$ cat src/rtl/hsys_memory_arbiter_pkg.sv
// Shared HSys definitions for the two-requester memory arbiter.
package hsys_memory_arbiter_pkg;

  // Default geometry: 1024 x 64-bit words, one byteenable bit per byte lane.
  localparam int unsigned DefaultAddrW = 10;
  localparam int unsigned DefaultDataW = 64;
  localparam int unsigned DefaultBeW   = DefaultDataW / 8;

  // Requester index encoding, also used as the read-return tag.
  typedef enum logic {
    ReqM0 = 1'b0,
    ReqM1 = 1'b1
  } req_idx_e;

  // Map a one-hot (or zero) grant vector onto a requester index.
  function automatic req_idx_e grant_to_idx(input logic [1:0] grant);
    return (grant == 2'b10) ? ReqM1 : ReqM0;
  endfunction

endpackage

$ cat src/rtl/hsys_rr_arbiter2.sv
// Two-way round-robin arbiter: combinational grant, 1-bit last-grant history.
module hsys_rr_arbiter2
  import hsys_memory_arbiter_pkg::*;
(
  input  logic       clk,
  input  logic       reset_n,
  input  logic [1:0] req,
  input  logic       advance,
  output logic [1:0] grant
);

  req_idx_e last_q, last_d;

  // Grant a lone requester outright; on contention the one not granted last wins.
  always_comb begin
    grant = 2'b00;
    unique case (req)
      2'b01:   grant = 2'b01;
      2'b10:   grant = 2'b10;
      2'b11:   grant = (last_q == ReqM1) ? 2'b01 : 2'b10;
      default: grant = 2'b00;
    endcase
  end

  // History follows every grant and holds across idle cycles.
  always_comb begin
    last_d = last_q;
    if (advance && (grant != 2'b00)) begin
      last_d = grant_to_idx(grant);
    end
  end

  // Reset to m1 so m0 wins the first contention.
  always_ff @(posedge clk or negedge reset_n) begin
    if (!reset_n) begin
      last_q <= ReqM1;
    end else begin
      last_q <= last_d;
    end
  end

  // Grant vector is never more than one-hot.
  assert property (@(posedge clk) disable iff (!reset_n) $onehot0(grant));

endmodule

$ cat src/rtl/hsys_memory_arbiter.sv
// Two-requester single-port memory arbiter with one access per cycle and a
// 1-cycle tagged read-return stage.
module hsys_memory_arbiter
  import hsys_memory_arbiter_pkg::*;
#(
  parameter int unsigned ADDR_W = DefaultAddrW,
  parameter int unsigned DATA_W = DefaultDataW,
  parameter int unsigned BE_W   = DefaultBeW
) (
  input  logic              clk,
  input  logic              reset_n,

  input  logic [ADDR_W-1:0] m0_address,
  input  logic [BE_W-1:0]   m0_byteenable,
  input  logic              m0_read,
  input  logic              m0_write,
  input  logic [DATA_W-1:0] m0_writedata,
  output logic              m0_waitrequest,
  output logic [DATA_W-1:0] m0_readdata,
  output logic              m0_readdatavalid,

  input  logic [ADDR_W-1:0] m1_address,
  input  logic [BE_W-1:0]   m1_byteenable,
  input  logic              m1_read,
  input  logic              m1_write,
  input  logic [DATA_W-1:0] m1_writedata,
  output logic              m1_waitrequest,
  output logic [DATA_W-1:0] m1_readdata,
  output logic              m1_readdatavalid,

  output logic [ADDR_W-1:0] mem_address,
  output logic [BE_W-1:0]   mem_byteenable,
  output logic              mem_chipselect,
  output logic              mem_write,
  output logic [DATA_W-1:0] mem_writedata,
  output logic              mem_clken,
  input  logic [DATA_W-1:0] mem_readdata
);

  logic [1:0] req;
  logic [1:0] grant;
  logic       any_grant;
  logic       granted_write;
  req_idx_e   grant_idx;

  logic       rd_valid_q, rd_valid_d;
  req_idx_e   rd_tag_q, rd_tag_d;

  // Requests are masked while reset is held so nothing is granted before the
  // first rising edge with reset released.
  assign req = {m1_read | m1_write, m0_read | m0_write} & {2{reset_n}};

  hsys_rr_arbiter2 u_rr (
    .clk     (clk),
    .reset_n (reset_n),
    .req     (req),
    .advance (any_grant),
    .grant   (grant)
  );

  assign any_grant = |grant;
  assign grant_idx = grant_to_idx(grant);

  // Write wins when a requester raises read and write together.
  assign granted_write = (grant[0] & m0_write) | (grant[1] & m1_write);

  assign m0_waitrequest = ~grant[0];
  assign m1_waitrequest = ~grant[1];

  // Memory port follows the granted requester; data fields default to m0.
  always_comb begin
    mem_address    = m0_address;
    mem_byteenable = m0_byteenable;
    mem_writedata  = m0_writedata;
    if (grant_idx == ReqM1) begin
      mem_address    = m1_address;
      mem_byteenable = m1_byteenable;
      mem_writedata  = m1_writedata;
    end
  end

  assign mem_chipselect = any_grant;
  assign mem_write      = granted_write;
  assign mem_clken      = 1'b1;

  // A granted read arms the return stage and records who issued it.
  always_comb begin
    rd_valid_d = any_grant & ~granted_write;
    rd_tag_d   = rd_tag_q;
    if (any_grant && !granted_write) begin
      rd_tag_d = grant_idx;
    end
  end

  // Read-return stage; async reset drops any read in flight.
  always_ff @(posedge clk or negedge reset_n) begin
    if (!reset_n) begin
      rd_valid_q <= 1'b0;
      rd_tag_q   <= ReqM0;
    end else begin
      rd_valid_q <= rd_valid_d;
      rd_tag_q   <= rd_tag_d;
    end
  end

  assign m0_readdatavalid = rd_valid_q & (rd_tag_q == ReqM0);
  assign m1_readdatavalid = rd_valid_q & (rd_tag_q == ReqM1);

  // Read data is broadcast; readdatavalid selects the owner.
  assign m0_readdata = mem_readdata;
  assign m1_readdata = mem_readdata;

endmodule

$ cat config.mk
export PLATFORM = sky130hd
export DESIGN_NAME = hsys_memory_arbiter
export DESIGN_NICKNAME = d
export VERILOG_FILES = /design/src/rtl/hsys_memory_arbiter_pkg.sv /design/src/rtl/hsys_rr_arbiter2.sv /design/src/rtl/hsys_memory_arbiter.sv
export SDC_FILE = /design/constraint.sdc
export NUM_CORES = 1
export LEC_CHECK = 0
export ABC_AREA = 1
export CORE_AREA = 2 2 176 178
export CTS_BUF_LIST = sky130_fd_sc_hd__clkbuf_8
export DETAILED_ROUTE_END_ITERATION = 10
export DIE_AREA = 0 0 178 180
export GPL_TIMING_DRIVEN = 0
export PLACE_DENSITY_LB_ADDON = 0.3
export SKIP_LAST_GASP = 1
export SLEW_MARGIN = 25
export SYNTH_ARGS = -nofsm -noshare
export SYNTH_HDL_FRONTEND = slang
export SYNTH_HIERARCHICAL = 1
export SYNTH_SLANG_ARGS = --single-unit
$ cat constraint.sdc
create_clock -name clk -period 1.6 [get_ports clk]
set_input_delay 0.16 -clock clk [delete_from_list [all_inputs] [get_ports clk]]
set_output_delay 0.16 -clock clk [all_outputs]
set_load 0.01 [all_outputs]
==> flow_metrics.py <==
metrics = {
    "status": {
        "outcome": "finished, violations left",
        "violations": "setup timing",
    },
    "timing": {
        "fmax_ghz": 0.484,
        "final.setup.tns_ns": -33.34,
        "skew_ns": 0.00115,
        "period_minus_slack_ns": 2.07,
        "hold_violations": 0,
        "fin_crit_sh_pct": 129,
        "maxSlewViolCount": 0,
        "hold_slack_ns": 0.0302,
        "rsz0062_at_grt": "yes",
        "setup_viol": 85,
        "setup_slack_ns": -0.465,
    },
    "yosys": {
        "synth.largest_area_cell": "buf_4",
        "synth_top_area_share_pct": 46.7,
        "ys_types": 14,
        "synthTopCellsByArea": "buf_4 47%, nand2_1 44%, dfrtp_1 2.3%, buf_2 2.0%, dfstp_2 1.2%",
        "ys_warn_count": 6,
        "ys_seq_area_share_pct": 3.47,
        "netlist_area_sq_mm": 0.00220,
        "syn-num-nets": 659,
        "syn_avg_cell_area_sq_um": 5.18,
        "ys_seq_elements": 3,
        "postSynthCellCount": 425,
    },
    "floorplanning": {
        "io_pins": 451,
        "dieArea_sq_mm": 0.0320,
        "coreArea_sq_mm": 0.0302,
        "die_w_um": 178,
        "floorplan.rows": 64,
        "fp.dieH_um": 180,
        "start_util_pct": 7.29,
    },
    "layout": {
        "diodes": 0,
        "syn_to_final_growth_pct": 244,
        "num-nets-final": 1110,
        "fin_area_sq_mm": 0.00757,
        "fillers": 3355,
        "drive_gt1_share_pct": 43.8,
    },
    "critical_path": {
        "crit_chain": "inv_2 > a21boi_4 > inv_2 > nand2_8 > buf_12 > inv_16 > buf_12 > buf_6 > nand2_1 > nand2_1 > buf_2",
        "crit_path_start": "u_rr/last_q",
        "rr_startpoint": "u_rr/last_q",
        "slowest_delay_ns": 0.54,
        "cp_max_fo": 10,
        "critPathLaunchType": "register",
        "crit_type": "register to output port",
        "cp.required_ns": 1.44,
        "crit_family": "buffers and inverters",
        "end_kind": "output port",
        "crit_slowest_cell": "dfstp_2",
        "crit_buf_inv": 7,
        "arrival_ns": 1.91,
    },
    "routing": {
        "drtPass1Iterations": 5,
        "drc": 0,
        "viasPerCell": 3.13,
        "wl_um": 16300,
        "drt_iter0_drc": 90,
        "ant_nets": 0,
        "avgRoutedWirePerCell_um": 12.8,
        "vias": 3975,
    },
    "place": {
        "place_congestion": 0.740,
        "dpl-instance-area_sq_mm": 0.00655,
        "pre_cts_ws_ns": -1.50,
        "place_hpwl_um": 12800,
        "port_buffers": 385,
    },
    "power_and_ir_drop": {
        "totalPowerFinal_w": 0.00365,
        "ir_drop_mv": 0.226,
        "p_per_area_mw_per_mm2": 482,
        "power_leakage_nw": 3.69,
    },
    "grt": {
        "grt_max_degree": 11,
        "grt_pass1_vias": 3907,
        "overflow": 0,
        "grtUsageTotal_pct": 9.05,
        "grt_antenna_before_repair": 0,
        "grt_pass1_wl_um": 22400,
    },
    "clock_network": {
        "htreeDepth": 1,
        "cts.clk_slew.worst_paths_ns": 0.03,
        "cts_buffers": 3,
        "cts_sinks": 3,
        "insertion_delay_ns": 0.22,
        "clock-root-buffer": "clkbuf_8",
        "cts_tree": "yes",
        "clock_path_buffers": 2,
    },
    "flow_run": {
        "drv_cap": 0,
    },
    "worst_hold_path": {
        "hold_class": "input pin to async pin",
    },
}
[synthesized netlist by cell type, drive strengths merged]
cell / n
nand2: 257
buf: 146
inv: 8
nor2: 5
a21boi: 2
dfrtp: 2
nand3: 2
conb: 1
dfstp: 1
or2: 1
[placed cells by master (no fill, tap or decap), types with 2 or more instances in the layout]
master	n
clkdlybuf4s50_1	293
nand2_1	185
buf_4	153
nand2_2	57
buf_2	55
buf_6	46
nand2_4	14
buf_8	13
buf_12	11
clkbuf_2	8
inv_2	4
inv_1	4
clkbuf_16	4
nor2_2	3
clkbuf_8	3
buf_16	3
dlygate4sd2_1	3
a21boi_4	2
[cell type report]
| cell class | count | area, sq um | area share (%) |
|---|---|---|---|
| buffer | 140 | 1140 | 15.0 |
| clock buffer | 3 | 41.3 | 0.546 |
| clock inverter | 1 | 3.75 | 0.0496 |
| inverter | 8 | 46.3 | 0.612 |
| multi-input combinational | 268 | 1330 | 17.6 |
| sequential | 3 | 77.6 | 1.03 |
| tap | 396 | 495 | 6.55 |
| timing repair buffer | 452 | 4430 | 58.6 |
[worst register-to-register path, stage by stage, from the launching register on]
cell and delay [ns]:
dfstp_2 0.54, inv_2 0.06, buf_4 0.13, buf_6 0.11
buf_4 0.12, buf_4 0.12, buf_4 0.12, buf_4 0.12
buf_6 0.10, buf_6 0.10, buf_6 0.11, nand3_4 0.05
nand2_2 0.04
[timing repair]
item,CTS,global route
pin swaps,16,37
resized for setup,343,227
endpoints found under the setup margin,90,89
hold buffers,1,0
endpoints found under the hold margin,2,0
setup buffers,49,26
cloned,5,4
[cell families (layout without fill, tap and decap cells)]
kind of cell	count (synthesis)	in the layout	synth area share, %
flops	3	3	3.47
compound gates	2	2	0.682
simple gates	265	265	45.5
other cells	1	1	0.170
buf+inv	154	604	50.1
[routing by layer]
metal / vias up / wire (um) / GRT usage [%]
li1: 2035 / - / -
met1: 1724 / 6110 / 10.1
met2: 208 / 8710 / 17.8
met3: 8 / 1360 / 1.95
met4: 0 / 74 / 0.787
met5: - / 0 / 0
[per-stage QoR]
stage	util, %	instances
global route	25.1	1271
CTS	24.3	1263
floorplan	-	425
finish	25.1	1271
detailed placement	21.7	1206
global placement	21.7	1206
[where the power goes]
| part | internal [W] | total, W | switching (W) |
|---|---|---|---|
| Combinational | 0.00200 | 0.00329 | 0.00130 |
| Clock | 0.000164 | 0.000218 | 0.0000544 |
| Sequential | 0.000108 | 0.000135 | 0.0000269 |
[worst paths after layout]
check / endpoint / slack (ns) / cells past startpoint
worst max-delay path: mem_writedata[14] / -0.47 / 11
worst min-delay path: u_rr/last_q / 0.03 / 1
worst max register to register: u_rr/last_q / -0.19 / 12
worst min register to register: rd_tag_q / 0.56 / 2
max in group asynchronous: rd_tag_q / 0.99 / 2
min in group clk: rd_valid_q / 0.37 / 4
[sequential cells by signal, indices dropped and copies added (netlist names)]
name and cells:
u_rr/last_q 1, rd_valid_q 1, rd_tag_q 1
No activity file was read; power rests on OpenSTA's default activity.
